--- src/rtl/mips_cpu_muldiv_pkg.sv ---
// mips_cpu_muldiv_pkg
// Shared types and constants for the HI/LO multiply/divide sequencer:
//   muldiv_op_t    - command encoding driven by the control unit
//   muldiv_state_t - sequencer FSM states
//   MULDIV_ITER    - one iteration per operand bit
//   abs32          - two's-complement magnitude helper
package mips_cpu_muldiv_pkg;

    localparam int MULDIV_ITER = 32;

    typedef enum logic [2:0] {
        NONE  = 3'd0,
        MULT  = 3'd1,
        MULTU = 3'd2,
        DIV   = 3'd3,
        DIVU  = 3'd4,
        MTHI  = 3'd5,
        MTLO  = 3'd6
    } muldiv_op_t;

    typedef enum logic [1:0] {
        IDLE = 2'd0,
        RUN  = 2'd1,
        FIX  = 2'd2
    } muldiv_state_t;

    // 0x8000_0000 maps onto itself, which is the correct unsigned magnitude.
    function automatic logic [31:0] abs32(input logic [31:0] v);
        return v[31] ? (32'd0 - v) : v;
    endfunction

endpackage

--- src/rtl/mips_cpu_muldiv_step.sv ---
// mips_cpu_muldiv_step
// One combinational iteration of the shift-add multiplier or the restoring
// divider, sharing a single adder/subtractor.
//   div_mode in  1  : 0 = multiply step, 1 = divide step
//   acc      in  64 : {product hi, multiplier/product lo} or {remainder, quotient}
//   opnd     in  32 : multiplicand magnitude (multiply) or divisor magnitude (divide)
//   nxt      out 64 : accumulator after this iteration
module mips_cpu_muldiv_step (
    input  logic        div_mode,
    input  logic [63:0] acc,
    input  logic [31:0] opnd,
    output logic [63:0] nxt
);

    logic [33:0] lhs;
    logic [33:0] sum;

    always_comb begin
        // Divide works on the left-shifted remainder (33 significant bits);
        // multiply adds into the unshifted upper half.
        lhs = div_mode ? {1'b0, acc[63:31]} : {2'b00, acc[63:32]};
        sum = div_mode ? (lhs - {2'b00, opnd}) : (lhs + {2'b00, opnd});
        nxt = acc;
        if (div_mode) begin
            // sum[33] is the borrow: set means the trial subtract failed
            if (sum[33])
                nxt = {acc[62:0], 1'b0};
            else
                nxt = {sum[31:0], acc[30:0], 1'b1};
        end else begin
            // Carry of the add lands in bit 63 after the right shift
            if (acc[0])
                nxt = {sum[32:0], acc[31:1]};
            else
                nxt = {1'b0, acc[63:1]};
        end
    end

endmodule

--- src/rtl/mips_cpu_muldiv.sv ---
// mips_cpu_muldiv
// Multi-cycle MULT/MULTU/DIV/DIVU sequencer owning HI/LO; also services
// MTHI/MTLO. One bit per cycle, 32 RUN cycles plus one FIX cycle.
//   clk, rst_n    : clock, asynchronous active-low reset
//   start, op     : command valid / command, sampled only while idle
//   a, b          : rs / rt operands
//   flush         : cancel the in-flight operation (RUN or FIX)
//   busy          : operation in flight
//   done          : one-cycle pulse after HI/LO were written
//   hi, lo        : HI/LO registers
module mips_cpu_muldiv
    import mips_cpu_muldiv_pkg::*;
#(
    parameter int ITER = MULDIV_ITER
) (
    input  logic        clk,
    input  logic        rst_n,
    input  logic        start,
    input  muldiv_op_t  op,
    input  logic [31:0] a,
    input  logic [31:0] b,
    input  logic        flush,
    output logic        busy,
    output logic        done,
    output logic [31:0] hi,
    output logic [31:0] lo
);

    localparam int CNT_W = $clog2(ITER);
    localparam logic [CNT_W-1:0] CNT_LAST = CNT_W'(ITER - 1);

    muldiv_state_t    state;
    logic [CNT_W-1:0] cnt;
    logic [63:0]      acc;
    logic [63:0]      acc_nxt;
    logic [31:0]      opnd;
    logic [31:0]      a_raw;
    logic             is_div;
    logic             is_sgn;
    logic             neg_q;
    logic             neg_r;
    logic             div0;

    // Command decode
    logic        cmd_go;
    logic        cmd_div;
    logic        cmd_sgn;
    logic [31:0] mag_a;
    logic [31:0] mag_b;

    always_comb begin
        cmd_go  = 1'b0;
        cmd_div = 1'b0;
        cmd_sgn = 1'b0;
        case (op)
            MULT:    begin cmd_go = 1'b1; cmd_sgn = 1'b1; end
            MULTU:   begin cmd_go = 1'b1; end
            DIV:     begin cmd_go = 1'b1; cmd_div = 1'b1; cmd_sgn = 1'b1; end
            DIVU:    begin cmd_go = 1'b1; cmd_div = 1'b1; end
            default: ;
        endcase
        mag_a = cmd_sgn ? abs32(a) : a;
        mag_b = cmd_sgn ? abs32(b) : b;
    end

    mips_cpu_muldiv_step u_step (
        .div_mode (is_div),
        .acc      (acc),
        .opnd     (opnd),
        .nxt      (acc_nxt)
    );

    // Sign fix-up and divide-by-zero override applied in FIX
    logic [63:0] prod_fix;
    logic [31:0] quo_fix;
    logic [31:0] rem_fix;

    assign prod_fix = (is_sgn && neg_q) ? (64'd0 - acc) : acc;
    assign quo_fix  = div0 ? 32'hFFFF_FFFF :
                      (is_sgn && neg_q) ? (32'd0 - acc[31:0]) : acc[31:0];
    assign rem_fix  = div0 ? a_raw :
                      (is_sgn && neg_r) ? (32'd0 - acc[63:32]) : acc[63:32];

    assign busy = (state != IDLE);

    always_ff @(posedge clk or negedge rst_n) begin
        if (!rst_n) begin
            state  <= IDLE;
            cnt    <= '0;
            acc    <= '0;
            opnd   <= '0;
            a_raw  <= '0;
            is_div <= 1'b0;
            is_sgn <= 1'b0;
            neg_q  <= 1'b0;
            neg_r  <= 1'b0;
            div0   <= 1'b0;
            done   <= 1'b0;
            hi     <= '0;
            lo     <= '0;
        end else begin
            done <= 1'b0;
            case (state)
                IDLE: begin
                    if (start) begin
                        if (cmd_go) begin
                            state  <= RUN;
                            cnt    <= '0;
                            is_div <= cmd_div;
                            is_sgn <= cmd_sgn;
                            neg_q  <= a[31] ^ b[31];
                            neg_r  <= a[31];
                            div0   <= cmd_div && (b == 32'd0);
                            a_raw  <= a;
                            // Multiplier sits in the low half and shifts out;
                            // dividend sits in the low half and shifts up.
                            acc    <= {32'd0, cmd_div ? mag_a : mag_b};
                            opnd   <= cmd_div ? mag_b : mag_a;
                        end else if (op == MTHI) begin
                            hi <= a;
                        end else if (op == MTLO) begin
                            lo <= a;
                        end
                    end
                end
                RUN: begin
                    if (flush) begin
                        state <= IDLE;
                    end else begin
                        acc <= acc_nxt;
                        cnt <= cnt + 1'b1;
                        if (cnt == CNT_LAST)
                            state <= FIX;
                    end
                end
                FIX: begin
                    state <= IDLE;
                    if (!flush) begin
                        done <= 1'b1;
                        if (is_div) begin
                            hi <= rem_fix;
                            lo <= quo_fix;
                        end else begin
                            hi <= prod_fix[63:32];
                            lo <= prod_fix[31:0];
                        end
                    end
                end
                default: state <= IDLE;
            endcase
        end
    end

endmodule

--- config.mk ---
export PLATFORM = sky130hd
export DESIGN_NAME = mips_cpu_muldiv
export DESIGN_NICKNAME = d
export VERILOG_FILES = /design/src/rtl/mips_cpu_muldiv_pkg.sv /design/src/rtl/mips_cpu_muldiv_step.sv /design/src/rtl/mips_cpu_muldiv.sv
export SDC_FILE = /design/constraint.sdc
export NUM_CORES = 1
export LEC_CHECK = 0
export ABC_AREA = 1
export BUFFER_PORTS_ARGS = -buffer_cell sky130_fd_sc_hd__clkbuf_2
export CAP_MARGIN = 20
export CORE_MARGIN = 2
export CORE_UTILIZATION = 65
export DETAILED_ROUTE_END_ITERATION = 8
export PLACE_DENSITY_LB_ADDON = 0.25
export SLEW_MARGIN = 20
export SYNTH_ARGS = -nofsm -noshare
export SYNTH_HDL_FRONTEND = slang
export SYNTH_SLANG_ARGS = --single-unit
--- constraint.sdc ---
create_clock -name clk -period 9.8 [get_ports clk]
set_clock_uncertainty 0.15 [all_clocks]
set_input_delay 1.47 -clock clk [delete_from_list [all_inputs] [get_ports clk]]
set_output_delay 1.47 -clock clk [all_outputs]
set_load 0.01 [all_outputs]
==> results of run 1 <==
-- per-stage QoR --
stage / util (%) / instances / area, µm² / setup WS, ns
after floorplan: - / 2957 / 18600 / 6.10
after detailed placement: 68.3 / 3332 / 19100 / 4.77
after global placement: 68.3 / 3332 / 19100 / 4.83
after global routing: 71.5 / 3376 / 20000 / 4.47
final: 71.5 / 3377 / 20000 / 4.67
after CTS: 71.5 / 3376 / 20000 / 4.89
-- critical path, stage by stage (launching register included) --
cell and delay [ns]:
dfrtp_1 0.42, inv_2 0.10, nor2_4 0.59, inv_2 0.53, nor2_8 0.42, inv_2 0.32, o21ai_1 0.24, a21oi_2 0.07
nand2_4 0.76, inv_2 0.29, nor2_4 0.18, buf_4 0.58, o21ai_0 0.16, nand2_1 0.09, nor2_1 0.05
-- cell usage after synthesis, drive strengths merged (9+ instances only) --
library cell	number
xor2	109
nor2	437
clkbuf	95
buf	59
a22oi	9
nand2	752
xnor2	27
o211ai	19
a31oi	22
inv	276
o21bai	11
a21oi	229
nand3	185
nor3	43
dfrtp	204
nor4	11
ha	39
a21o	9
o221ai	40
o21ai	303
nand4	38
-- metal layers --
layer	up-vias	routed length, µm
li1	9783	-
met1	10135	27600
met2	1929	31700
met3	483	11400
met4	0	6960
met5	-	0
-- final timing paths --
kind | from | end | slack [ns] | cells past startpoint
setup / recovery | state[0]$_DFFE_PN0P_ | cnt[3]$_DFFE_PN0P_ | 4.67 | 14
hold / removal | a_raw[28]$_DFFE_PN0P_ | a_raw[28]$_DFFE_PN0P_ | 0.35 | 2
setup reg to reg | state[0]$_DFFE_PN0P_ | cnt[3]$_DFFE_PN0P_ | 4.67 | 14
hold reg to reg | a_raw[28]$_DFFE_PN0P_ | a_raw[28]$_DFFE_PN0P_ | 0.35 | 2
max in group asynchronous | rst_n | is_div$_DFFE_PN0P_ | 7.23 | 2
min in group asynchronous | rst_n | acc[43]$_DFFE_PN0P_ | 0.74 | 1
-- kinds of logic after synthesis --
| family | share of synthesized area, % |
|---|---|
| AND/OR/NAND/NOR | 33.4 |
| multiplexers | 0.0537 |
| XOR/XNOR | 6.39 |
| buffers and inverters | 9.92 |
| flip-flops | 27.4 |
| AO/OA/AOI/OAI | 20.1 |
| adder cells (fa/ha/maj) | 2.73 |
-- power by group through the flow --
stage / clock (W) / combinational [W] / sequential, W
floorplan: 0 / 0.00320 / 0.00154
global placement: 0 / 0.00425 / 0.00166
detailed placement: 0 / 0.00436 / 0.00167
CTS: 0.00101 / 0.00441 / 0.00167
global route: 0.00104 / 0.00497 / 0.00172
finish: 0.00103 / 0.00461 / 0.00170
-- state kept, by name (all words and copies together) (netlist names) --
name / flops
a_raw: 32
acc: 64
cnt: 5
div0: 1
done: 1
hi: 32
is_div: 1
is_sgn: 1
lo: 32
neg_q: 1
opnd: 32
state: 2
-- final cells by class --
| class | instances | area (µm²) |
|---|---|---|
| clock buffers | 29 | 671 |
| well taps | 378 | 473 |
| inverters | 281 | 1060 |
| repair buffers | 153 | 821 |
| multi-input cells | 2316 | 11700 |
| diodes | 1 | 2.50 |
| flip-flops and latches | 204 | 5110 |
| fillers | 2426 | 7970 |
| clock inverters | 15 | 215 |
==> results.txt, run 1 <==
----------------------------------------------------
[Outcome]
  Outcome ... complete, no violations

[STA]
  Final critical-path share of the clock period ... 52.3%
  Unrepaired setup endpoints after global routing ... no
  Final number of hold-violating endpoints ... 0
  Accumulated negative setup slack ... 0 ns
  Slew Limit Fails ... 0
  Maximum clock frequency ... 195 MHz
  Worst relative slew slack ... 25.4%
  Setup violations, final ... 0
  Final critical delay including setup and external delays ... 5.13 ns
  Actual transition at the worst max-transition pin ... 1.12 ns
  Fin Hold WS ... 0.346 ns

[Logic synthesis]
  Share of synthesized flip-flops with an asynchronous set or reset ... 100%
  Yosys Warn Count ... 0
  Share of synthesized area occupied by flip-flops and latches ... 27.4%
  Post-synthesis sequential element count ... 204
  Net count after synthesis ... 3068
  Synth unique cells ... 58
  Top-area cell type share of the netlist area ... 27.4%
  EDFF count, synth ... 0
  Prevailing post-synth register cell ... dfrtp_1
  Synthesized instance count ... 2957
  Post-Syn Area ... 18600 µm²
  Synth top area cells ... dfrtp_1 27%, nand2_1 15%, nor2_1 8.3%
  Mean instance size in the synthesized netlist ... 6.30 µm²
  Post-synth top area cell ... dfrtp_1

[CTS]
  Deepest level of the CTS H-tree ... 1
  Clock transition at the register clock pins on the worst setup and hold paths after CTS ... 0.07 ns
  Cts repair resizes ... 0
  Skew-Pair Late Insertion Delay ... 0.55 ns
  Buffers from clock root to sink, at most ... 3
  CTS sink cnt ... 204
  Master cell of the clock root buffer ... clkbuf_16
  TritonCTS clock tree ... built
  Num CTS Buffers ... 24
  Hold Buf Count CTS ... 0
  Number of setup buffers added after CTS ... 0

[Global routing]
  Via count of the first global-routing pass ... 20583
  Global-route wire length before repair ... 117 mm
  Busiest layer in global routing ... met2
  Number of antenna violations at the first check in global routing ... 0
  Largest net degree at the start of global routing ... 99
  Met3 Usage GRT ... 14.3%
  Overflow left after global routing ... 0
  GRT met2 Usage ... 73.8%
  Met1 Track Usage GR ... 63.9%
  Total GRT Usage ... 50.1%

[Power and ir drop]
  Clock network fraction of total power ... 14.0%
  Post-layout power ... 0.00734 W
  Switching power summed over all nets ... 0.00408 W
  Internal power component ... 0.00326 W
  Maximum VDD drop ... 204 µV
  Sequential Power Share ... 23.2%
  Share of power burned in combinational logic ... 62.8%
  Power density over the cells ... 366 nW/µm²
  Switching Fraction ... 55.6%
  Leakage power of the design ... 9.69 nW

[Cells and area]
  Final #Nets ... 3091
  Ratio of cells with drive above 1 in the final layout ... 9.34%
  Leading cell types in the layout, fill and taps excluded ... 737 x nand2_1, 409 x nor2_1, 262 x o21ai_0
  Area growth from synthesis to final layout ... 7.53%
  Most common cell after layout, fill and taps aside ... nand2_1

[Route]
  DRC marker count from the first detailed-route iteration ... 4213
  1st-pass router iterations ... 9
  Final routed wire length divided by cell count ... 23.0 µm
  Remaining antenna violation count ... 0
  Via count of the routed design ... 22330
  Total wire length after detailed routing ... 77.7 mm
  Via density per instance ... 6.61
  Number of remaining DRC errors ... 0

[Worst setup path]
  Type of element capturing the critical path ... register
  Critical path peak fanout ... 98
  Required time of the critical path ... 10.07 ns
  Startpoint kind of the worst setup timing path ... register
  Category of the most critical setup path ... register to register
  Arr. time, crit path ... 5.40 ns

[Place]
  RePlAce Congestion ... 1.14
  Half-perimeter wire length of the detailed placement result ... 58.3 mm
  Buffers on Ports ... 136

[Floorplan]
  Site Rows ... 61
  Total Die Area ... 30000 µm²
  Area of the core region ... 28000 µm²
  I/O Pins ... 137
  Die Wd ... 173 µm
  Starting Density ... 66.5%
  Chip Height ... 173 µm

[Worst hold path]
  Hold crit path type ... register to register

[Run]
  Max-cap violations ... 0

----------------------------------------------------
Note: power is estimated with default switching activity, not from simulation.
==> inputs of run 2 (changes only) <==
--- a/config.mk
+++ b/config.mk
@@ -9,7 +9,7 @@
 export BUFFER_PORTS_ARGS = -buffer_cell sky130_fd_sc_hd__clkbuf_2
 export CAP_MARGIN = 20
 export CORE_MARGIN = 2
-export CORE_UTILIZATION = 65
+export CORE_UTILIZATION = 57
 export DETAILED_ROUTE_END_ITERATION = 8
 export PLACE_DENSITY_LB_ADDON = 0.25
 export SLEW_MARGIN = 20
==> constraint.sdc (replaced) <==
create_clock -name clk -period 4.25 [get_ports clk]
set_clock_uncertainty 0.15 [all_clocks]
set_input_delay 0.6375 -clock clk [delete_from_list [all_inputs] [get_ports clk]]
set_output_delay 0.6375 -clock clk [all_outputs]
set_load 0.01 [all_outputs]
==> run 2 against run 1 <==
Effect of this change: the flow now finishes with violations (negative hold slack); cell area is 1.9% higher; worst setup slack lost 4.5 ns; utilization shrank 8.5 points; clock power is 110% higher; die area up 14%; sequential cell count did not move; via count is 2.0% lower; critical path depth rose by 13; register-to-register slack worse by 4.5 ns; hold slack worse by 0.38 ns; count of clock-buffer cells in the layout rose by 4; critical path type unchanged; largest power group unchanged.
==> results.txt, run 2 (synthesized netlist as in run 1, its figures left out) <==
----------------------------------------------------
[Global routing]
  Total GRT Usage ... 45.6% (-4.6 points)
  Largest net degree at the start of global routing ... 95 (-4.0%)
  Number of antenna violations at the first check in global routing ... 0 (unchanged)
  Via count of the first global-routing pass ... 19789 (-3.9%)
  Global-route wire length before repair ... 118 mm (+0.36%)
  Overflow left after global routing ... 0 (unchanged)

[Floorplan]
  Starting Density ... 57.6% (-9.0 points)
  I/O Pins ... 137 (unchanged)
  Chip Height ... 185 µm (+6.6%)
  Total Die Area ... 34200 µm² (+14%)
  Area of the core region ... 32400 µm² (+16%)
  Die Wd ... 185 µm (+6.6%)
  Site Rows ... 66 (+8.2%)

[Worst setup path]
  R2R Path Start ... opnd[0]$_DFFE_PN0P_
  Critical path peak fanout ... 8 (-92%)
  Arr. time, crit path ... 4.37 ns (-1.03 ns)
  Required time of the critical path ... 4.55 ns (-5.52 ns)
  Category of the most critical setup path ... register to register
  Worst r2r dst ... acc[43]$_DFFE_PN0P_
  Register-to-Register Path Depth ... 27 (+13)
  Type of element capturing the critical path ... register
  Setup slack of the most critical reg-to-reg path ... 0.18 ns (-4.50 ns)
  Startpoint kind of the worst setup timing path ... register

[Place]
  Inst Count DP ... 3419 (+2.6%)
  Half-perimeter wire length of the detailed placement result ... 60.0 mm (+2.8%)
  Buffers on Ports ... 136 (unchanged)
  RePlAce Congestion ... 1.10 (-3.4%)
  Area of placed instances ... 19400 µm² (+1.5%)

[Route]
  Via density per instance ... 6.31 (-4.6%)
  DR WL met2 ... 32.7 mm (+3.2%)
  Number of remaining DRC errors ... 0 (unchanged)
  Post-route met1 wirelength ... 30.3 mm (+9.6%)
  Via count of the routed design ... 21885 (-2.0%)
  Total wire length after detailed routing ... 79.7 mm (+2.6%)
  1st-pass router iterations ... 6 (-3)
  DRC marker count from the first detailed-route iteration ... 2872 (-32%)
  Final routed wire length divided by cell count ... 23.0 µm (-0.19%)
  Remaining antenna violation count ... 0 (unchanged)
  Wire length on met3 ... 10.3 mm (-9.4%)
  Highest Signal Layer ... met4

[Power and ir drop]
  Post-layout power ... 0.0170 W (+130%)
  Power density over the cells ... 832 nW/µm² (+130%)
  Leakage power of the design ... 9.83 nW (+1.5%)
  Maximum VDD drop ... 502 µV (+150%)

[STA]
  Final critical-path share of the clock period ... 95.9% (+44 points)
  Fin Hold WS ... -0.0299 ns (-0.375 ns)
  Worst relative slew slack ... 27.2% (+1.9 points)
  Final number of hold-violating endpoints ... 7 (+7)
  Slew Limit Fails ... 0 (unchanged)
  Final critical delay including setup and external delays ... 4.07 ns (-1.05 ns)
  Maximum clock frequency ... 245 MHz (+26%)
  Actual transition at the worst max-transition pin ... 1.09 ns (-0.0257 ns)
  Setup violations, final ... 0 (unchanged)

[CTS]
  Num CTS Buffers ... 25 (+4.2%)
  Clock transition at the register clock pins on the worst setup and hold paths after CTS ... 0.07 ns (about the same)
  Skew-Pair Late Insertion Delay ... 0.57 ns (+0.02 ns)
  Master cell of the clock root buffer ... clkbuf_16
  Deepest level of the CTS H-tree ... 1 (unchanged)
  TritonCTS clock tree ... built
  CTS sink cnt ... 204 (unchanged)
  Buffers from clock root to sink, at most ... 3 (unchanged)

[Outcome]
  Outcome ... complete, but fails checks
  Violated checks ... negative hold slack

[Cells and area]
  Number of flip-flops in the largest register ... 64 (unchanged)
  Antenna diodes ... 0 (-1)
  Area growth from synthesis to final layout ... 9.59%
  Most common cell after layout, fill and taps aside ... nand2_1
  Register with the most flip-flops ... acc
  Leading cell types in the layout, fill and taps excluded ... 737 x nand2_1, 405 x nor2_1, 260 x inv_1
  Final instance count without filler cells ... 3471 (+2.8%)
  Ratio of cells with drive above 1 in the final layout ... 10.7% (+1.4 points)
  Area of all placed cells without fillers ... 20400 µm² (+1.9%)
  Final #Nets ... 3123 (+1.0%)

[Run]
  Max-cap violations ... 0 (unchanged)

[Worst hold path]
  Hold crit path type ... primary input to asynchronous set/reset pin

----------------------------------------------------
run 2: changes by cell type in the layout (fill, tap and decap cells not counted), sizes merged, moves of 2 or more:
cell    before  now
buf         17   44
bufinv       5    1
clkbuf     165  169
inv        275  277
nand2      752  755
run 2: layout make-up:
type                       count  area (µm²)
timing repair buffer         180        1060
clock buffer                  33         706
multi-input combinational   2320       11800
clock inverter                11         100
inverter                     281        1060
fill                        3175       12000
sequential                   204        5110
tap                          442         553
run 2: what timing repair did:
action                     CTS  global route
gates resized for setup      0            26
buffers inserted             0             4
hold buffers                 0             0
setup endpoints to repair    0            33
run 2: critical path, cell delays in order (launching register included):
cell	delay, ns
dfrtp_1	0.40
inv_1	0.10
nand3_2	0.12
nor2_4	0.14
nand4_1	0.16
nor2_1	0.12
nand2_1	0.09
inv_1	0.10
a41oi_1	0.13
xor2_1	0.34
inv_1	0.14
ha_4	0.31
nand2_2	0.09
nor2_4	0.13
nand2_1	0.07
clkinv_1	0.07
nand4_1	0.10
nand3_2	0.11
nand2_1	0.05
inv_1	0.11
nand3_4	0.13
nand3_4	0.16
buf_4	0.16
nand2_4	0.12
o21ai_0	0.14
o21ai_2	0.08
nand2_1	0.06
nand2_1	0.06
run 2: worst max-delay path by stage:
stage / startpoint / endpoint / slack, ns / cells past startpoint
floorplan: is_div$_DFFE_PN0P_ / acc[45]$_DFFE_PN0P_ / 0.55 / 19
CTS: opnd[0]$_DFFE_PN0P_ / acc[58]$_DFFE_PN0P_ / 0.15 / 22
finish: opnd[0]$_DFFE_PN0P_ / acc[43]$_DFFE_PN0P_ / 0.18 / 27
global placement: opnd[0]$_DFFE_PN0P_ / acc[58]$_DFFE_PN0P_ / 0.26 / 22
global route: opnd[0]$_DFFE_PN0P_ / acc[51]$_DFFE_PN0P_ / -0.08 / 27
detailed placement: opnd[5]$_DFFE_PN0P_ / acc[58]$_DFFE_PN0P_ / 0.18 / 22
run 2: report_power, final:
group          internal (W)  total, W  switching, W
Combinational       0.00341    0.0110       0.00757
Clock               0.00123   0.00218      0.000946
Sequential          0.00283   0.00385       0.00102
run 2: routing by layer:
metal  GRT usage, %  vias to the layer above
li1               -                     9843
met1           59.0                    10114
met2           67.0                     1593
met3           13.1                      335
met4           28.2                        0
met5              0                        -
run 2: per-stage QoR:
stage	worst slack, ns	setup TNS (ns)	utilization, %
6_report	0.176	0	63.1
5_1_grt	-0.0798	-0.975	63.1
4_1_cts	0.145	0	62.5
3_5_place_dp	0.181	0	60.0
3_3_place_gp	0.260	0	60.0
2_1_floorplan	0.548	0	-
